**src/rtl/imem_loader_pkg.sv**
```systemverilog
// Shared definitions for the boot-time instruction memory loader.
// Holds the loader state encoding and the default frame/timeout constants.
package imem_loader_pkg;

    typedef enum logic [2:0] {
        ST_IDLE,
        ST_LEN0,
        ST_LEN1,
        ST_DATA,
        ST_CHECK,
        ST_DONE,
        ST_ERROR
    } loader_state_t;

    localparam logic [7:0]  DEF_SYNC_BYTE   = 8'hA5;
    localparam int unsigned DEF_TIMEOUT_CYC = 1_000_000;

endpackage

```
**src/rtl/loader_timeout_ctr.sv**
```systemverilog
// Inter-byte idle timeout: reloads on clr, counts down while enabled,
// and flags expiry TIMEOUT_CYC enabled cycles after the last clear.
module loader_timeout_ctr
    import imem_loader_pkg::*;
#(
    parameter int unsigned TIMEOUT_CYC = DEF_TIMEOUT_CYC
) (
    input  logic clk,
    input  logic rst,
    input  logic clr,
    input  logic en,
    output logic expire
);

    localparam int unsigned   CW   = (TIMEOUT_CYC > 1) ? $clog2(TIMEOUT_CYC) : 1;
    localparam logic [CW-1:0] LOAD = CW'(TIMEOUT_CYC - 1);

    logic [CW-1:0] cnt;

    always_ff @(posedge clk or negedge rst) begin
        if (!rst) begin
            cnt <= LOAD;
        end else if (clr) begin
            cnt <= LOAD;
        end else if (en && cnt != '0) begin
            cnt <= cnt - CW'(1);
        end
    end

    // Reload value is one short so expiry lands on the TIMEOUT_CYC-th idle edge.
    assign expire = en && !clr && (cnt == '0);

endmodule

```
**src/rtl/imem_loader.sv**
```systemverilog
// Framed byte-stream loader: assembles little-endian words, writes them to
// instruction memory, verifies the XOR checksum and gates the core reset.
module imem_loader
    import imem_loader_pkg::*;
#(
    parameter int unsigned DEPTH_WORDS = 256,
    parameter logic [31:0] BASE_ADDR   = 32'h0000_0000,
    parameter logic [7:0]  SYNC_BYTE   = DEF_SYNC_BYTE,
    parameter int unsigned TIMEOUT_CYC = DEF_TIMEOUT_CYC
) (
    input  logic        clk,
    input  logic        rst,
    input  logic        in_valid,
    input  logic [7:0]  in_data,
    output logic        in_ready,
    output logic        imem_we,
    output logic [31:0] imem_waddr,
    output logic [31:0] imem_wdata,
    output logic        cpu_hold,
    output logic        done,
    output logic        error
);

    localparam int unsigned WIDX_W = $clog2(DEPTH_WORDS + 1);

    loader_state_t     state_q, state_d;
    logic [7:0]        len_lo_q, len_lo_d;
    logic [15:0]       len_q, len_d;
    logic [WIDX_W-1:0] word_q, word_d;
    logic [1:0]        byte_q, byte_d;
    logic [23:0]       asm_q, asm_d;
    logic [7:0]        acc_q, acc_d;
    logic              we_d, hold_d, done_d, error_d;
    logic [31:0]       waddr_d, wdata_d;

    logic accept, tmo_active, tmo_expire;
    logic [15:0] len_in;

    assign accept     = in_valid && in_ready;
    assign len_in     = {in_data, len_lo_q};
    assign tmo_active = (state_q == ST_LEN0) || (state_q == ST_LEN1) ||
                        (state_q == ST_DATA) || (state_q == ST_CHECK);

    loader_timeout_ctr #(
        .TIMEOUT_CYC (TIMEOUT_CYC)
    ) u_tmo (
        .clk    (clk),
        .rst    (rst),
        .clr    (accept || !tmo_active),
        .en     (tmo_active),
        .expire (tmo_expire)
    );

    always_ff @(posedge clk or negedge rst) begin
        if (!rst) begin
            state_q    <= ST_IDLE;
            len_lo_q   <= '0;
            len_q      <= '0;
            word_q     <= '0;
            byte_q     <= '0;
            asm_q      <= '0;
            acc_q      <= '0;
            in_ready   <= 1'b0;
            imem_we    <= 1'b0;
            imem_waddr <= BASE_ADDR;
            imem_wdata <= '0;
            cpu_hold   <= 1'b1;
            done       <= 1'b0;
            error      <= 1'b0;
        end else begin
            state_q    <= state_d;
            len_lo_q   <= len_lo_d;
            len_q      <= len_d;
            word_q     <= word_d;
            byte_q     <= byte_d;
            asm_q      <= asm_d;
            acc_q      <= acc_d;
            in_ready   <= 1'b1;
            imem_we    <= we_d;
            imem_waddr <= waddr_d;
            imem_wdata <= wdata_d;
            cpu_hold   <= hold_d;
            done       <= done_d;
            error      <= error_d;
        end
    end

    always_comb begin
        state_d  = state_q;
        len_lo_d = len_lo_q;
        len_d    = len_q;
        word_d   = word_q;
        byte_d   = byte_q;
        asm_d    = asm_q;
        acc_d    = acc_q;
        we_d     = 1'b0;
        waddr_d  = imem_waddr;
        wdata_d  = imem_wdata;
        hold_d   = cpu_hold;
        done_d   = done;
        error_d  = error;

        case (state_q)
            ST_IDLE: begin
                if (accept && in_data == SYNC_BYTE) state_d = ST_LEN0;
            end
            ST_LEN0: begin
                if (accept) begin
                    len_lo_d = in_data;
                    state_d  = ST_LEN1;
                end
            end
            ST_LEN1: begin
                if (accept) begin
                    len_d  = len_in;
                    word_d = '0;
                    byte_d = '0;
                    acc_d  = '0;
                    if (32'(len_in) > DEPTH_WORDS) begin
                        state_d = ST_ERROR;
                        error_d = 1'b1;
                    end else if (len_in == '0) begin
                        state_d = ST_CHECK;
                    end else begin
                        state_d = ST_DATA;
                    end
                end
            end
            ST_DATA: begin
                if (accept) begin
                    acc_d  = acc_q ^ in_data;
                    byte_d = byte_q + 2'd1;
                    case (byte_q)
                        2'd0: asm_d[7:0]   = in_data;
                        2'd1: asm_d[15:8]  = in_data;
                        2'd2: asm_d[23:16] = in_data;
                        default: begin
                            we_d    = 1'b1;
                            waddr_d = BASE_ADDR + (32'(word_q) << 2);
                            wdata_d = {in_data, asm_q};
                            word_d  = word_q + WIDX_W'(1);
                            if (32'(word_q) + 32'd1 == 32'(len_q)) state_d = ST_CHECK;
                        end
                    endcase
                end
            end
            ST_CHECK: begin
                if (accept) begin
                    if (in_data == acc_q) begin
                        state_d = ST_DONE;
                        done_d  = 1'b1;
                        hold_d  = 1'b0;
                    end else begin
                        state_d = ST_ERROR;
                        error_d = 1'b1;
                    end
                end
            end
            ST_DONE, ST_ERROR: begin
                if (accept && in_data == SYNC_BYTE) begin
                    state_d = ST_LEN0;
                    done_d  = 1'b0;
                    error_d = 1'b0;
                    hold_d  = 1'b1;
                end
            end
            default: state_d = ST_IDLE;
        endcase

        // Expiry never coincides with an accepted byte, so it cannot clobber a write.
        if (tmo_expire) begin
            state_d = ST_ERROR;
            error_d = 1'b1;
            hold_d  = 1'b1;
        end
    end

endmodule

```
**config.mk**
```make
export PLATFORM = sky130hd
export DESIGN_NAME = imem_loader
export DESIGN_NICKNAME = d
export VERILOG_FILES = /design/src/rtl/imem_loader_pkg.sv /design/src/rtl/loader_timeout_ctr.sv /design/src/rtl/imem_loader.sv
export SDC_FILE = /design/constraint.sdc
export NUM_CORES = 1
export LEC_CHECK = 0
export CORE_MARGIN = 3
export CORE_UTILIZATION = 56
export CTS_CLUSTER_SIZE = 10
export DETAILED_ROUTE_END_ITERATION = 6
export GPL_TIMING_DRIVEN = 0
export PLACE_DENSITY = 0.8
export SKIP_CTS_REPAIR_TIMING = 1
export SYNTH_ARGS = -nofsm -noshare
export SYNTH_HDL_FRONTEND = slang
export SYNTH_SLANG_ARGS = --single-unit
```
**constraint.sdc**
```tcl
create_clock -name clk -period 2.9 [get_ports clk]
set_input_delay 0.58 -clock clk [delete_from_list [all_inputs] [get_ports clk]]
set_output_delay 0.58 -clock clk [all_outputs]
set_load 0.01 [all_outputs]
```
== Yosys cells after proc, flatten, opt, wreduce, memory -nomap -nowiden ==
Index checks and enable logic that the tools add are counted.

* Register bits: 136
* Bits of input ports: 11
* Output and inout bits: 69
* Word-level logic and storage cells: 130

* Add/subtract/negate cells: 4
* Magnitude comparators: 1
* Equality and inequality tests: 28
* Multiplexer cells: 42
* Bitwise operators: 2
* Reduce and logical (&&, ||, !) cells: 36

{| class="wikitable"
|+ Operator list
! cell !! count
|-
| $mux 20 || 2
|-
| $mux 3 || 10
|-
| $mux 9 || 3
|-
| $ne 3x3->1 const B || 7
|-
| $logic_not 20->1 || 1
|-
| $reduce_bool 20->1 || 1
|-
| $sub 20x1->20 const B || 1
|-
| $pmux 9 s2 || 1
|-
| $eq 10x16->1 || 1
|-
| $gt 16x9->1 const B || 1
|-
| $logic_not 16->1 || 1
|-
| $mux 8 || 2
|-
| $pmux 8 s2 || 1
|-
| $mux 1 || 15
|-
| $pmux 3 s5 || 1
|-
| $reduce_and 3->1 || 5
|-
| $reduce_and 4->1 || 3
|-
| $add 9x1->10 const B || 1
|-
| $ne 2x2->1 const B || 5
|-
| $add 9x1->9 const B || 1
|-
| $eq 3x3->1 const B || 3
|-
| $ne 3x2->1 const B || 3
|-
| $eq 8x8->1 || 1
|-
| $eq 8x8->1 const B || 1
|-
| other kinds (26) || 42
|}

== Depth between registers and ports, before layout ==
Gate-level depths: netlist of the first run.

* Depth after elaboration: 11
* Mapped depth: 9
* Depth with buffers taken out: 8

== Modules after synthesis ==
From an unflattened synthesis of the first run, not the netlist that was laid out.

* Cell total of the unflattened synthesis: 590
* Area total of the unflattened synthesis: 6673.9 um^2

{| class="wikitable"
|+ Modules (own cells, without submodules)
! module !! times used !! cells an instance !! area each (um^2) !! sequential area each (um^2)
|-
| imem_loader || 1 || 474 || 5525.3 || 2904.0
|-
| loader_timeout_ctr || 1 || 116 || 1148.6 || 515.5
|}

== Worst setup path after synthesis of the first run ==
No wires, ideal clock.

* Path type: flip-flop to flip-flop
* From: register u_tmo.cnt[5]
* To: register state_q[2]
* Setup time: 0.095 ns
* Data arrival time: 2.189 ns
* Data required time: 2.805 ns
* Slack: 0.616 ns
* Cell stages (with the launch flop): 9
* Path buffers: 2
* Clock period less this slack: 2.284 ns
* Cell sequence: dfstp_2 -> or4_4 -> buf_6 -> or3_1 -> buf_6 -> o21ai_4 -> o2111a_1 -> a21oi_2 -> o32ai_2

* Longest elaborated chain between the ends: 4
* Elaborated cells on any way between the ends: 11
* Those cells by class: 7 x eq/ne; 1 x mux; 3 x reduce/logical

{| class="wikitable"
|+ Ends and longest elaborated chain
! what !! RTL line !! text
|-
| start: declaration || loader_timeout_ctr.sv:18 || <nowiki>logic [CW-1:0] cnt;</nowiki>
|-
| start signal: assignment || loader_timeout_ctr.sv:26 || <nowiki>cnt <= cnt - CW'(1);</nowiki>
|-
| $logic_not 20->1 (*) || loader_timeout_ctr.sv:31 || <nowiki>assign expire = en && !clr && (cnt == '0);</nowiki>
|-
| $logic_and 1x1->1 (*) || loader_timeout_ctr.sv:31 ||
|-
| $ne 3x2->1 (no source line) (tied with other cells) || n/a ||
|-
| $reduce_and 7->1 (no source line) || n/a ||
|-
| end signal: assignment || imem_loader.sv:71 || <nowiki>state_q <= state_d;</nowiki>
|-
| end: declaration || imem_loader.sv:26 || <nowiki>loader_state_t state_q, state_d;</nowiki>
|}

Every way passes the cells marked *; elsewhere a longest branch is shown, timed or not.
A chain may end at the register's enable or synchronous reset.

== Worst setup path in the final report of the first run ==
* From: register state_q[1]
* To: register len_q[6]

* Longest elaborated chain between the ends: 2

{| class="wikitable"
|+ Ends and longest elaborated chain
! what !! RTL line !! text
|-
| $eq 3x2->1 || imem_loader.sv:103 || <nowiki>case (state_q)</nowiki>
|-
| $reduce_and 2->1 (no source line) || n/a ||
|-
| end signal: assignment || imem_loader.sv:73 || <nowiki>len_q <= len_d;</nowiki>
|-
| end: declaration || imem_loader.sv:28 || <nowiki>logic [15:0] len_q, len_d;</nowiki>
|}

No other way between the ends.

==> results of run 1 <==
[how the worst min path moves through the flow]
stage	startpoint	endpoint	cells past startpoint	slack (ns)
6_report	rst	in_ready$_DFF_PN0_	1	0.14
5_1_grt	rst	u_tmo.cnt[13]$_DFFE_PN0P_	1	0.17
4_1_cts	rst	in_ready$_DFF_PN0_	1	0.15
3_5_place_dp	asm_q[11]$_DFFE_PN0P_	imem_wdata[11]$_DFFE_PN0P_	2	0.45
3_3_place_gp	asm_q[17]$_DFFE_PN0P_	imem_wdata[17]$_DFFE_PN0P_	2	0.45
2_1_floorplan	rst	acc_q[0]$_DFFE_PN0P_	0	0.28
[layout make-up]
class,instances,area [µm²],area share (%)
Clock buffer,22,474,6.03
Timing Repair Buffer,57,589,7.50
Sequential cell,136,3420,43.5
Inverter,21,78.8,1.00
Multi-Input combinational cell,488,2690,34.2
Clock inverter,10,144,1.83
Buffer,51,293,3.72
Tap cell,140,175,2.23
[stage by stage]
stage	setup slack, ns	TNS, ns	hold WS [ns]
CTS	0.321	0	0.153
detailed placement	-0.0589	-0.403	0.450
finish	0.309	0	0.142
global placement	-3.82	-497.89	0.450
floorplan	0.616	0	0.284
global route	0.0650	0	0.170
[power by group through the flow]
stage	sequential (mW)	clock (mW)	combinational, mW
global route	2.92	2.35	1.97
floorplan	2.80	0	1.15
CTS	2.84	2.25	1.76
finish	2.84	2.22	1.76
global placement	2.83	0	1.66
detailed placement	2.87	0	1.73
[cell families (layout without fill, tap and decap cells)]
kind of cell               Yosys count  count (layout)
other                                2              24
and+or+nand+nor                    291             291
muxes                               25              25
DFF                                136             136
adders and majority gates            7               7
AOI/OAI and AO/OA                  106             106
buffers and inverters               72             161
xor gates and xnor gates            35              35
[per-layer routing]
| layer | GRT usage [%] | routed length (µm) | up-vias |
|---|---|---|---|
| met5 | 0 | 0 | - |
| met4 | 9.38 | 326 | 0 |
| met2 | 39.9 | 7220 | 185 |
| met3 | 5.24 | 935 | 28 |
| met1 | 32.8 | 6290 | 2508 |
| li1 | - | - | 2425 |
[flip-flops by register name, summed over array words and instances (netlist names), 3 cells and up]
| register | flops |
|---|---|
| word_q | 9 |
| imem_waddr | 9 |
| len_q | 16 |
| asm_q | 24 |
| len_lo_q | 8 |
| imem_wdata | 32 |
| u_tmo.cnt | 20 |
| acc_q | 8 |
| state_q | 3 |
[synthesized netlist by cell type, drive strengths merged (2+ instances only)]
library cell	number	area [µm²]
nand2	185	694
dfrtp	123	3080
o21ai	65	337
nor2	29	109
clkbuf	26	97.6
buf	25	195
mux2	24	270
nor3	23	115
inv	20	75.1
xor2	18	158
xnor2	17	149
a21oi	16	83.8
dfstp	13	342
nand3	10	50.1
or3	9	56.3
or4	8	63.8
ha	7	87.6
nor4	7	43.8
nand3b	5	37.5
nand4	4	25.0
o211ai	3	22.5
a21boi	2	15.0
and3	2	12.5
and4	2	17.5
conb	2	7.51
nand4b	2	23.8
nor2b	2	12.5
o2111a	2	22.5
o2111ai	2	17.5
o21a	2	15.0
o31ai	2	15.0
==> metrics, run 1 <==
Pwr per Cell Area=between 800 and 900 nW/µm²; Hold Path Class=primary input to async pin; ys async rst share=100%; DP Wirelength=slightly above 10000 µm; most common cell after layout, fill and taps aside=nand2_1; leakage power=around 3.6 nW; CTS sink cnt=roughly 140; fmax=386 MHz; initial antenna violation count=0; htree depth=4; starting density of the core=58.2%; FF-to-FF End=len_q[6]$_DFFE_PN0P_; Core Region=11000 µm²; critical path's largest stage delay=around 0.60 ns; DIE WIDTH=113 µm; nature of the critical path endpoint=register; initial DRC count=around 350; crit-path cells=clkbuf_1 -> nand4b_1 -> nor2_1 -> clkbuf_1 -> mux2_2; worst setup path start=state_q[1]$_DFFE_PN0P_; status=completed; fin crit period=~2.6 ns; Pre-antenna DRT Iters=5; DP Area=about 7200 µm²; DRC viols=0; Top Ports=80; Port Buffer Count=56; Critical Path RT=between 3 and 4 ns; crit path to=len_q[6]$_DFFE_PN0P_; RSZ-0062 raised after global routing=false; Synth Area in XOR/XNOR=between 4 and 5%; WL final=14800 µm; Fill cells=800; VDD IR-drop max=0.461 mV; Tcrit/Tclk final=around nine tenths; Mean Syn Cell Area=approximately 9.5 µm²; Final Hold Violating Endpoints=0; worst-case reg-to-reg path depth=5; final setup fails=0; most frequent cells in the layout=nand2_1 (185), dfrtp_1 (123), o21ai_0 (62); Final Max Tran Viols=0; Clk pwr share=between 30% and 40%; CTS tree=done; standard-cell row count=38; root buffer cell=clkbuf_16; Slew @ Worst Pin=1.08 ns; gr ovfl total=0; simple-gate share of the synthesized area=between 20% and 30%; via count=between 5k and 6k; Placer Congestion=slightly below 0.9; YS warnings=0; first-pass GRT wire length=approximately 25000 µm; Slew Limit Headroom=a little over a quarter; Seq/Total Area, Yosys=between 50% and 60%; MaxCap Viol Count=0; adder-cell share of the synthesized area=approximately 1.4%; Final Non-Filler Cells=around 930; clk slew on worst S/H paths=0.06 ns; top_reg_cell synth=dfrtp_1; routed length per instance=approximately 16 µm; mapped cell area=roughly 6400 µm²; startpoint types=register; Die H=approximately 110 µm; Inst Count DP=around 890; post-route cell area=around 7900 µm²; Total GRT Usage=approximately a quarter; main combinational cell family by area after synthesis=simple AND/OR/NAND/NOR gates; Crit Path Class=register to register; Skew-Pair Late Insertion Delay=0.42 ns; vias in the first global route=5076; Critical Path AT=~2.9 ns; Combinational Power Share=25.7%; most used cell, CP=clkbuf_1; vias per inst=approximately 5.6; post-synthesis mux area share=4.38%; final core occ=a little under three quarters; Cells after Synth=around 670; slowest CP cell=nor2_1; largest net degree at the start of global routing=80; CTS buffer count=17; synth unique cells=54; worst-path fanout max=10; Top delay family on crit path=simple AND/OR/NAND/NOR gates; FF+latch count, synth=~140; Clock Path Buffers=2; Critical Path Stages=5; NetSw=~2.1 mW; EDFF count, synth=0; worst r2r src=state_q[1]$_DFFE_PN0P_; final setup skew=a little under 0.009 ns; WP buf/inv=2; Syn-to-layout area delta=22.9%; Antenna diodes=0; share of cells above drive strength 1=between 10% and 20%; nets@finish=790; Pwr Total=about 6.8 mW; sequential share of power=about two fifths; sw frac=between 30% and 40%; R2R Setup Slk=between 0.3 and 0.4 ns; post-synthesis compound-gate area fraction=approximately 10%; full die area=around 13000 µm²; Internal=~4.7 mW; Routed Antenna Nets=0
Note: power is estimated with default switching activity, not from simulation.
==> run 2, diff against run 1 <==
CORE_UTILIZATION = 59   (was 56)
PLACE_DENSITY = 0.84   (was 0.8)
clock period = 3.1 ns   (was 2.9 ns; I/O delays follow)
==> run 2 against run 1 <==
Sequential share of layout area rose by 0.17 points. Design area fell by 0.40%. Non-clock buffer count rose by 1. Sequential power fell by 6%. Global-route usage rose by 1.7 points. Routed wire length fell by 0.14%. Total power fell by 7.8%. Core utilization rose by 3.6 points. Combinational power fell by 6%. Register-to-register slack improved by 0.19 ns. Clock power fell by 11%. Hold slack improved by 0.33 ns. Critical path type unchanged. Critical endpoint is now len_q[9]$_DFFE_PN0P_. Largest cell class unchanged. Largest power group unchanged.
==> metrics, run 2 (same netlist as run 1, synthesis figures left out) <==
fmax=385 MHz (-0.27%); initial antenna violation count=0 (unchanged); Port Buffer Count=56 (unchanged); largest net degree at the start of global routing=110 (+38%); fin crit period=2.60 ns (+0.00701 ns); Hold Path Class=register to register; DIE WIDTH=110 µm (-2.4%); Final Hold Violating Endpoints=0 (unchanged); Pre-antenna DRT Iters=5 (unchanged); status=completed; Routed Antenna Nets=0 (unchanged); CTS tree=done; Biggest register=imem_wdata; clk slew on worst S/H paths=0.06 ns (about the same); full die area=12100 µm² (-4.8%); setup_tns=0 ns (unchanged); vias per inst=5.68 (+2.0%); CTS buffer count=17 (unchanged); WL final=14700 µm (-0.14%); Tcrit/Tclk final=83.8% (-5.5 points); Top Registers=imem_wdata (32), asm_q (24), u_tmo.cnt (20); Antenna diodes=0 (unchanged); RSZ-0062 raised after global routing=false; post-route cell area=7830 µm² (-0.40%); DRC viols=0 (unchanged); Total GRT Usage=26.4% (+1.7 points); Placer Congestion=0.891 (+0.22%); most frequent cells in the layout=nand2_1 (185), dfrtp_1 (123), o21ai_0 (62); root buffer cell=clkbuf_8; DP Area=7240 µm² (about the same); Pwr Total=6.29 mW (-7.8%); Core Region=10400 µm² (-5.2%); initial DRC count=350 (+0.86%); worst-path fanout max=10 (unchanged); MaxCap Viol Count=0 (unchanged); share of cells above drive strength 1=12.6% (-0.016 points); Die H=110 µm (-2.4%); final setup fails=0 (unchanged); htree depth=4 (unchanged); max reg flops=32 (unchanged); Critical Path AT=3.01 ns (+0.13 ns); first-pass GRT wire length=24600 µm (-0.56%); Pwr per Cell Area=803 nW/µm² (-7.5%); Syn-to-layout area delta=22.4%; CTS sink cnt=136 (unchanged); DP Wirelength=10300 µm (+0.48%); final setup skew=0.0104 ns (+0.00151 ns); gr ovfl total=0 (unchanged); standard-cell row count=37 (-2.6%); leakage power=3.56 nW (-0.30%); Skew-Pair Late Insertion Delay=0.53 ns (+0.11 ns); via count=5233 (+1.7%); Clock Path Buffers=2 (unchanged); startpoint types=register; most used cell, CP=clkbuf_1; Slew Limit Headroom=25.5% (-1.6 points); Top Ports=80 (unchanged); VDD IR-drop max=0.488 mV (+5.8%); Final Max Tran Viols=0 (unchanged); crit-path cells=clkbuf_1 -> nand4b_1 -> nor2_1 -> clkbuf_1 -> mux2_2; starting density of the core=61.4% (+3.2 points); vias in the first global route=5054 (-0.43%); Critical Path RT=3.51 ns (+0.32 ns); routed length per instance=16.0 µm (+0.18%); Crit Path Class=register to register; nature of the critical path endpoint=register; nets@finish=791 (+0.13%); critical path's largest stage delay=0.57 ns (-0.03 ns); Slew @ Worst Pin=1.11 ns (+0.0245 ns); slowest CP cell=nor2_1; most common cell after layout, fill and taps aside=nand2_1
[run 2: worst paths after layout]
path	start	end	slack, ns	depth (start not counted)
max	state_q[1]$_DFFE_PN0P_	len_q[9]$_DFFE_PN0P_	0.50	5
min	asm_q[23]$_DFFE_PN0P_	imem_wdata[23]$_DFFE_PN0P_	0.47	2
max reg2reg	state_q[1]$_DFFE_PN0P_	len_q[9]$_DFFE_PN0P_	0.50	5
min reg2reg	asm_q[23]$_DFFE_PN0P_	imem_wdata[23]$_DFFE_PN0P_	0.47	2
max in group asynchronous	rst	imem_wdata[24]$_DFFE_PN0P_	1.78	3
min in group asynchronous	rst	in_ready$_DFF_PN0_	0.53	2
[run 2: cell type report]
type	instances	area, µm²
Sequential cell	136	3420
Tap cell	136	170
Buffer	51	293
Timing Repair Buffer	58	599
Inverter	21	78.8
Multi-Input combinational cell	488	2690
Clock buffer	22	463
Fill cell	715	2590
Clock inverter	10	119
[run 2: where the power goes]
| group | internal [mW] | switching [mW] |
|---|---|---|
| logic | 0.759 | 0.890 |
| registers | 2.29 | 0.380 |
| clock network | 1.21 | 0.760 |
| total | 4.26 | 2.03 |
[run 2: metal layers]
layer  up-vias  wire length, µm  track usage [%]
met5         -                0                0
met4         0              313             10.6
met3        31              805             5.82
met2       178             7220             41.3
met1      2599             6400             36.0
li1       2425                -                -
[run 2: worst max-delay path: cells and delay by family, from the launching register on]
kind / cells / cell delay (ns)
buf+inv: 2 / 0.86
flops: 1 / 0.35
mux: 1 / 0.40
simple gates: 2 / 0.88
[run 2: per-stage QoR]
stage / cells / util [%] / hold WS (ns) / setup slack, ns
final: 922 / 75.2 / 0.473 / 0.502
after global routing: 922 / 75.2 / 0.495 / 0.388
after CTS: 921 / 75.1 / -0.0455 / 0.574
after detailed placement: 889 / 69.5 / 0.459 / 0.174
after global placement: 888 / 69.2 / 0.454 / -3.60
after floorplan: 696 / - / 0.324 / 0.816
